===== config.mk =====
export PLATFORM = sky130hd
export DESIGN_NAME = led_uart_reporter_flat
export DESIGN_NICKNAME = d
export VERILOG_FILES = /design/src/rtl/led_uart_reporter_if.sv /design/src/rtl/led_uart_reporter.sv /design/src/flat_wrapper.sv
export SDC_FILE = /design/constraint.sdc
export NUM_CORES = 1
export LEC_CHECK = 0
export BUFFER_PORTS_ARGS = -buffer_cell sky130_fd_sc_hd__buf_2
export CAP_MARGIN = 20
export CORE_MARGIN = 2
export CORE_UTILIZATION = 30
export CTS_CLUSTER_SIZE = 14
export DETAILED_ROUTE_END_ITERATION = 7
export PLACE_DENSITY = 0.54
export SETUP_SLACK_MARGIN = 0.4
export SLEW_MARGIN = 30
export SYNTH_ARGS = -nofsm -noshare
export SYNTH_HDL_FRONTEND = slang
export SYNTH_SLANG_ARGS = --single-unit

===== constraint.sdc =====
create_clock -name clk -period 7 [get_ports clk]
set_input_delay 1.4 -clock clk [delete_from_list [all_inputs] [get_ports clk]]
set_output_delay 1.4 -clock clk [all_outputs]
set_load 0.05 [all_outputs]

===== src/rtl/led_uart_reporter_if.sv =====
// Connection between the processor's led register and the UART trace reporter.
// The master side drives led_in; the slave side is the reporter.
interface led_uart_reporter_if #(
    parameter int FIFO_AW = 4
);
    logic [31:0]      led_in;
    logic             txd;
    logic             busy;
    logic [FIFO_AW:0] fifo_count;
    logic [15:0]      drop_cnt;

    modport master (output led_in, input txd, busy, fifo_count, drop_cnt);
    modport slave  (input led_in, output txd, busy, fifo_count, drop_cnt);
endinterface


===== src/rtl/led_uart_reporter.sv =====
// Captures every change of the processor led value into a FIFO and prints each
// queued word over an 8N1 UART as eight uppercase hex characters plus CR LF.
module led_uart_reporter #(
    parameter int BAUD_DIV = 868,
    parameter int FIFO_AW  = 4
) (
    input logic                clk,
    input logic                rst,
    led_uart_reporter_if.slave bus
);
    localparam int DEPTH = 2 ** FIFO_AW;
    localparam int CW    = FIFO_AW + 1;
    localparam int BW    = $clog2(BAUD_DIV);

    typedef enum logic [1:0] {IDLE, START, DATA, STOP} state_t;

    state_t             state, state_n;
    logic [BW-1:0]      baud_cnt, baud_n;
    logic [2:0]         bit_idx, bit_n;
    logic [3:0]         char_idx, char_n;
    logic [31:0]        shift_word;
    logic [31:0]        last_val;
    logic [31:0]        mem [DEPTH];
    logic [FIFO_AW-1:0] wr_ptr, rd_ptr;
    logic [CW-1:0]      count;
    logic [15:0]        drops;
    logic               push_req, push_ok, pop, bit_tick;
    logic [3:0]         nib;
    logic [7:0]         char_byte;

    // A full FIFO still accepts a push when the head leaves in the same cycle.
    assign push_req = !rst && (bus.led_in != last_val);
    assign push_ok  = push_req && ((count != CW'(DEPTH)) || pop);
    assign bit_tick = (baud_cnt == BW'(BAUD_DIV - 1));

    always_ff @(posedge clk) begin
        if (rst) begin
            last_val <= '0;
            wr_ptr   <= '0;
            rd_ptr   <= '0;
            count    <= '0;
            drops    <= '0;
        end else begin
            if (push_req)
                last_val <= bus.led_in;
            if (push_ok)
                wr_ptr <= wr_ptr + FIFO_AW'(1);
            if (pop)
                rd_ptr <= rd_ptr + FIFO_AW'(1);
            if (push_ok && !pop)
                count <= count + CW'(1);
            else if (!push_ok && pop)
                count <= count - CW'(1);
            if (push_req && !push_ok && drops != 16'hFFFF)
                drops <= drops + 16'd1;
        end
    end

    always_ff @(posedge clk) begin
        if (push_ok)
            mem[wr_ptr] <= bus.led_in;
    end

    always_ff @(posedge clk) begin
        if (rst) begin
            state      <= IDLE;
            baud_cnt   <= '0;
            bit_idx    <= '0;
            char_idx   <= '0;
            shift_word <= '0;
        end else begin
            state    <= state_n;
            baud_cnt <= baud_n;
            bit_idx  <= bit_n;
            char_idx <= char_n;
            if (pop)
                shift_word <= mem[rd_ptr];
        end
    end

    always_comb begin
        state_n = state;
        baud_n  = baud_cnt;
        bit_n   = bit_idx;
        char_n  = char_idx;
        pop     = 1'b0;
        case (state)
            IDLE: begin
                baud_n = '0;
                if (count != '0) begin
                    pop     = 1'b1;
                    char_n  = 4'd0;
                    state_n = START;
                end
            end
            START: begin
                if (bit_tick) begin
                    baud_n  = '0;
                    bit_n   = 3'd0;
                    state_n = DATA;
                end else begin
                    baud_n = baud_cnt + BW'(1);
                end
            end
            DATA: begin
                if (bit_tick) begin
                    baud_n = '0;
                    if (bit_idx == 3'd7)
                        state_n = STOP;
                    else
                        bit_n = bit_idx + 3'd1;
                end else begin
                    baud_n = baud_cnt + BW'(1);
                end
            end
            STOP: begin
                if (bit_tick) begin
                    baud_n = '0;
                    if (char_idx == 4'd9) begin
                        state_n = IDLE;
                    end else begin
                        char_n  = char_idx + 4'd1;
                        state_n = START;
                    end
                end else begin
                    baud_n = baud_cnt + BW'(1);
                end
            end
            default: state_n = IDLE;
        endcase
    end

    // Characters 0..7 walk the nibbles from the top; 8 and 9 are CR and LF.
    always_comb begin
        nib = 4'(shift_word >> {3'd7 - char_idx[2:0], 2'b00});
        if (nib < 4'd10)
            char_byte = {4'h3, nib};
        else
            char_byte = 8'h37 + {4'h0, nib};
        if (char_idx == 4'd8)
            char_byte = 8'h0D;
        else if (char_idx == 4'd9)
            char_byte = 8'h0A;
    end

    assign bus.txd        = (state == START) ? 1'b0 :
                            (state == DATA)  ? char_byte[bit_idx] : 1'b1;
    assign bus.busy       = (state != IDLE);
    assign bus.fifo_count = count;
    assign bus.drop_cnt   = drops;
endmodule


===== src/flat_wrapper.sv =====
// flat-port wrapper written by rule: the top's interface ports become plain ports
module led_uart_reporter_flat 
#(
    parameter int BAUD_DIV = 868,
    parameter int FIFO_AW  = 4
)
  (clk, rst, bus_led_in, bus_txd, bus_busy, bus_fifo_count, bus_drop_cnt);
  led_uart_reporter_if #(.FIFO_AW(FIFO_AW)) bus_i ();
  input logic clk;
  input logic rst;
  input wire logic [$bits(bus_i.led_in)-1:0] bus_led_in;
  output wire logic [$bits(bus_i.txd)-1:0] bus_txd;
  output wire logic [$bits(bus_i.busy)-1:0] bus_busy;
  output wire logic [$bits(bus_i.fifo_count)-1:0] bus_fifo_count;
  output wire logic [$bits(bus_i.drop_cnt)-1:0] bus_drop_cnt;
  assign bus_i.led_in = bus_led_in;
  assign bus_txd = bus_i.txd;
  assign bus_busy = bus_i.busy;
  assign bus_fifo_count = bus_i.fifo_count;
  assign bus_drop_cnt = bus_i.drop_cnt;
  led_uart_reporter #(.BAUD_DIV(BAUD_DIV), .FIFO_AW(FIFO_AW)) u_core (.clk(clk), .rst(rst), .bus(bus_i));
endmodule

### Yosys cells after proc, flatten, opt, wreduce, memory -nomap -nowiden

Memory sizes are Yosys's and may differ from the RTL's. A register that Yosys moved wholly into a read port is not among the register bits.
Index checks and enable logic that the tools add are counted.

| operators by class | value |
|---|---|
| shift operators | 1 |
| add/sub/neg operators | 10 |
| $lt $le $gt $ge | 2 |
| mux-type cells | 30 |
| equality and inequality tests | 17 |
| reductions and logical operators | 20 |

Operator list:

| kind | number |
|---|---|
| 32-bit inequality test | 1 |
| 32-bit by 5-bit >> shifter with 4-bit output | 1 |
| 8-bit 2-to-1 mux | 3 |
| 10-bit case mux with 2 select lines | 1 |
| 16-bit by 1-bit adder with 16-bit output, second input constant | 1 |
| 16-bit inequality test, second input constant | 1 |
| 4-bit by 1-bit adder with 4-bit output, second input constant | 3 |
| 4-bit 2-to-1 mux | 3 |
| 10-bit by 1-bit adder with 10-bit output, second input constant | 1 |
| 10-bit == test, second input constant | 1 |
| 10-bit 2-to-1 mux | 1 |
| 2-bit 2-to-1 mux | 5 |
| 5-bit 2-to-1 mux | 2 |
| 2-bit by 1-bit inequality test with 1-bit output, second input constant | 5 |
| 3-bit 2-to-1 mux | 3 |
| 4-bit == test, second input constant | 2 |
| 1-bit 2-to-1 mux | 8 |
| 2-bit case mux with 4 select lines | 1 |
| 4-bit case mux with 2 select lines | 1 |
| 4-bit AND reduction | 2 |
| 2-bit nonzero test | 4 |
| 6-bit by 4-bit adder with 7-bit output, first input constant | 1 |
| 1-bit logical AND | 6 |
| 3-bit case mux with 2 select lines | 1 |
| other kinds (18) | 22 |

| word-level totals | value |
|---|---|
| input bits | 34 |
| output and inout bits | 23 |
| memories | 1 |
| register bits | 80 |
| bits in writable memories | 512 |

Memory list:

| memory | depth | width | read ports | clocked after memory_dff | write ports | line | RTL |
|---|---|---|---|---|---|---|---|
| u_core.mem | 16 | 32 | 1 | 1 | 1 | led_uart_reporter.sv:23 | `logic [31:0] mem [DEPTH];` |

### Longest topological paths before layout

| depth | value |
|---|---|
| word-level depth | 10 |
| gate-level depth with buffers | 16 |

### Worst setup path after synthesis

OpenSTA, ideal clock, no wires.

| timing | value |
|---|---|
| kind | reg-to-output |
| from | register u_core.char_idx[0] |
| to | output bus_txd |
| data arrival time | 3,255 ps |
| slack | 2,345 ps |
| stages on the path, launching flop included | 10 |
| data required time | 5,600 ps |
| path through | dfxtp_1 > buf_2 > mux4_2 > mux2i_1 > ha_1 > nor2b_1 > mux2_2 > a311oi_1 > a2111o_1 > a31oi_1 |

| between the ends | value |
|---|---|
| longest elaborated chain between the ends | 10 |
| elaborated cells on any way between the ends | 13 |

Ends and longest elaborated chain:

| what | line | RTL |
|---|---|---|
| from (decl) | led_uart_reporter.sv:20 | `logic [3:0] char_idx, char_n;` |
| from (signal assigned) | led_uart_reporter.sv:75 | `char_idx <= char_n;` |
| 3-bit subtractor | led_uart_reporter.sv:135 | `nib = 4'(shift_word >> {3'd7 - char_idx[2:0], 2'b00});` |
| 32-bit by 5-bit >> shifter with 4-bit output | led_uart_reporter.sv:135 |  |
| 6-bit by 4-bit adder with 7-bit output / 4-bit < comparator (equally long branches) | led_uart_reporter.sv:139, led_uart_reporter.sv:136 |  |
| 8-bit 2-to-1 mux | led_uart_reporter.sv:136 | `if (nib < 4'd10)` |
| 8-bit 2-to-1 mux | led_uart_reporter.sv:142 | `else if (char_idx == 4'd9)` |
| 8-bit 2-to-1 mux * | led_uart_reporter.sv:140 | `if (char_idx == 4'd8)` |
| 1-bit binary-select mux with 3-bit select * | led_uart_reporter.sv:147 | `(state == DATA) ? char_byte[bit_idx] : 1'b1;` |
| 1-bit 2-to-1 mux (not written as such) * | led_uart_reporter.sv:147 |  |
| 1-bit 2-to-1 mux * | led_uart_reporter.sv:147 |  |
| 1-bit 2-to-1 mux * | led_uart_reporter.sv:146 | `assign bus.txd = (state == START) ? 1'b0 :` |
| to (decl) | flat_wrapper.sv:12 | `output wire logic [$bits(bus_i.txd)-1:0] bus_txd;` |

Every way passes the cells marked *; elsewhere a longest branch is shown, timed or not. The select of a mux whose other input is x is not followed.

### Worst setup path after layout

Ends and elaborated chain as after synthesis.

==> impl_metrics.csv <==
group,metric,value,unit
status,status,"finished clean",
layout,final_cell_mix,"512 x edfxtp_1, 168 x mux4_2, 108 x dfxtp_1, 83 x nand2_1, 69 x clkbuf_16",
power_and_ir_drop,ir_drop,0.222,mV
layout,final_util,35.1,%
layout,final_cell_area,28400,um^2
synthesis,yosysTopAreaCell,"edfxtp_1",
worst_hold_path,min-delay-start,"u_core.shift_word[6]",
sta,hold_viol,0,
detailed_routing,postRouteAntennaNets,0,
die,die_h,290,um
synthesis,synth_area_per_cell,18.6,um^2
layout,drive_gt1_share,27.0,%
setup_path,start_kind,"flop",
synthesis,synth_compound_area_share,2.31,%
worst_hold_path,min_path_type,"flop to flop",
clock_tree,clock-root-buffer,"clkbuf_16",
power_and_ir_drop,powerDensity,357,nW/um^2
die,fp.coreArea,80800,um^2
clock_tree,numCtsBuffers,68,
synthesis,synth_top_area_share,62.6,%
synthesis,synth_seq_area_share,71.8,%
layout,final_cells,2520,
die,io_pins,57,
sta,setup_viol,0,
clock_tree,clk_pin_slew,0.06,ns
setup_path,crit_chain,"mux4_2 > mux2i_1 > ha_1 > nor2b_1 > mux2_2 > a311oi_1 > a2111o_1 > a31oi_1 > buf_2",
job,cap_violations,0,
sta,finalSetupTns,0,ns
synthesis,synth-edff-count,512,
sta,rsz0062_at_grt,"no",
setup_path,crit_arrival,4.26,ns
setup_path,crit_fanout,13,
place,placedCellCount,2395,
sta,relSlewSlack,38.5,%
grt,grt_overflow_total,0,
detailed_routing,wl_per_cell,23.3,um
detailed_routing,wirelength,58800,um
clock_tree,clockBufferDepth,3,
synthesis,synthTopCellsByArea,"edfxtp_1 63%, mux4_2 15%, dfxtp_1 9.1%",
detailed_routing,first_pass_iters,5,
clock_tree,cts_resized,0,
layout,layout_commonest_cell,"edfxtp_1",
clock_tree,cts_tree,"built",
die,die_w,290,um
synthesis,yosys.area_share.adder,1.20,%
setup_path,cpPeakStageDelay,0.80,ns
synthesis,synth_seq_cells,624,
grt,antenna_found_initial,2,
clock_tree,insertion_delay,0.61,ns
detailed_routing,top_layer,"met5",
grt,gr-usage-all-layers,14.0,%
layout,syn2layout_area_growth,15.6,%
synthesis,synthFlopType,"edfxtp_1",
grt,grt_pass1_wl,86700,um
synthesis,syn_inst,1321,
sta,worst-slew-pin-transition,0.917,ns
die,rows,104,
setup_path,crit_slowest_cell,"dfxtp_1",
synthesis,synthXorXnorAreaFrac,1.78,%
synthesis,synth_nets,1378,
sta,period_share,80.9,%
synthesis,ys_types,58,
detailed_routing,avgViaCountPerCell,4.93,
place,placed_cell_area,26100,um^2
detailed_routing,dr_wl_met2,27800,um
grt,grt_max_degree,68,
clock_tree,htreeDepth,3,
synthesis,yosys.area_share.simple,5.54,%
clock_tree,cts_hold_repair.buffers,0,
sta,post-route-min-period,5.66,ns
synthesis,synth_area,24600,um^2
detailed_routing,vias,12400,
setup_path,end_kind,"primary output",
sta,final_max_slew_viol_count,0,
setup_path,required,5.60,ns
setup_path,worstSetupPathType,"flop to primary output",
synthesis,synthMuxAreaShare,15.9,%
detailed_routing,wl_met3,2590,um
power_and_ir_drop,power_leakage,8.94,nW
detailed_routing,post-route-drc-count,0,
grt,grt_pass1_vias,12900,
power_and_ir_drop,power,10.1,mW
place,dp_hpwl,32100,um
sta,finClkSkew,0.0330,ns
setup_path,crit_path_start,"u_core.char_idx[0]",
die,dieArea,84100,um^2
layout,fillers,7552,
setup_path,path_buf_inv,1,
sta,max_freq,177,MHz
die,start_util,30.4,%
detailed_routing,met1Wirelength,26900,um
clock_tree,cts.sinks,624,
layout,finalNetCount,1463,
clock_tree,post_cts_buffers,0,
synthesis,yosys_warnings,0,
place,gp_congestion,0.743,
synthesis,postSynth.asyncResetShare,0,%
synthesis,synth_top_family_by_area,"multiplexers",
setup_path,path_delay_family,"multiplexers",
detailed_routing,drtIter0Drc,1016,
setup_path,r2r_start,"u_core.bus.fifo_count[0]",
place,io_buffers,56,
layout make-up:
class | count | area [um^2] | share of cell area (%)
Clock inverter | 40 | 464 | 1.64
Inverter | 20 | 75.1 | 0.264
Multi-Input combinational cell | 611 | 6600 | 23.2
Clock buffer | 82 | 1800 | 6.32
Sequential cell | 624 | 17600 | 62.1
Timing Repair Buffer | 81 | 499 | 1.76
Tap cell | 1060 | 1330 | 4.67
Antenna cell | 2 | 5.00 | 0.0176
cell usage after synthesis, types with 3 or more instances:
| cell | count |
|---|---|
| edfxtp_1 | 512 |
| o31ai_1 | 9 |
| mux2_2 | 7 |
| mux4_2 | 168 |
| buf_1 | 15 |
| clkbuf_8 | 3 |
| o41ai_1 | 3 |
| a211oi_1 | 5 |
| xnor2_1 | 38 |
| nand4_1 | 14 |
| xor2_1 | 12 |
| dfxtp_1 | 112 |
| nand3_1 | 11 |
| o21ai_0 | 6 |
| clkbuf_1 | 44 |
| inv_1 | 17 |
| nand3b_1 | 3 |
| and2_1 | 4 |
| nor4_1 | 7 |
| nor2_1 | 48 |
| ha_1 | 22 |
| nand2b_1 | 4 |
| or4_1 | 8 |
| and3_1 | 18 |
| a21oi_1 | 58 |
| mux2i_1 | 4 |
| o21a_1 | 3 |
| nand2_1 | 83 |
| nor3_1 | 8 |
| nor2b_1 | 41 |
worst paths after layout:
| path | to | slack [ns] | cells past startpoint |
|---|---|---|---|
| min | u_core.shift_word[6] | 0.45 | 2 |
| max | bus_txd | 1.34 | 9 |
| max reg2reg | u_core.bus.fifo_count[4] | 2.99 | 14 |
| min reg2reg | u_core.shift_word[6] | 0.45 | 2 |
cell families (layout without fill, tap and decap cells):
kind of cell    Yosys count  count (layout)
fa+ha+maj                23              23
simple gates            264             264
other cells               0               2
xor+xnor                 50              50
flops                   624             624
mux                     179             179
compound gates           95              95
buf+inv                  86             223
sequential cells by signal (all words and copies together), names as in the netlist:
signal / flops
u_core.shift_word: 32
u_core.rd_ptr: 4
u_core.bus.fifo_count: 5
u_core.state: 2
u_core.wr_ptr: 4
u_core.bit_idx: 3
u_core.char_idx: 4
u_core.baud_cnt: 10
u_core.mem: 512
u_core.bus.drop_cnt: 16
u_core.last_val: 32
power by group:
| part | switching, mW | internal (mW) | total, mW | leakage (nW) |
|---|---|---|---|---|
| registers | 0.201 | 4.23 | 4.43 | 5.55 |
| clock network | 1.49 | 2.12 | 3.61 | 1.11 |
| logic | 1.14 | 0.956 | 2.09 | 2.29 |
tightest hold or removal path, cell delays in order (launching register included):
cell and delay [ns]:
dfxtp_1 0.30, nand2_1 0.05, a21oi_1 0.05
through the flow:
stage	hold slack, ns	setup WS, ns
global placement	0.440	1.60
detailed placement	0.445	1.73
CTS	0.453	1.28
floorplan	0.426	2.34
global route	0.485	1.06
finish	0.451	1.34
metal layers:
layer	track usage (%)	up-vias
li1	-	5448
met1	19.3	6591
met2	22.5	277
met3	2.73	100
met4	4.15	2
met5	0	-
No activity file was read; power rests on OpenSTA's default activity.
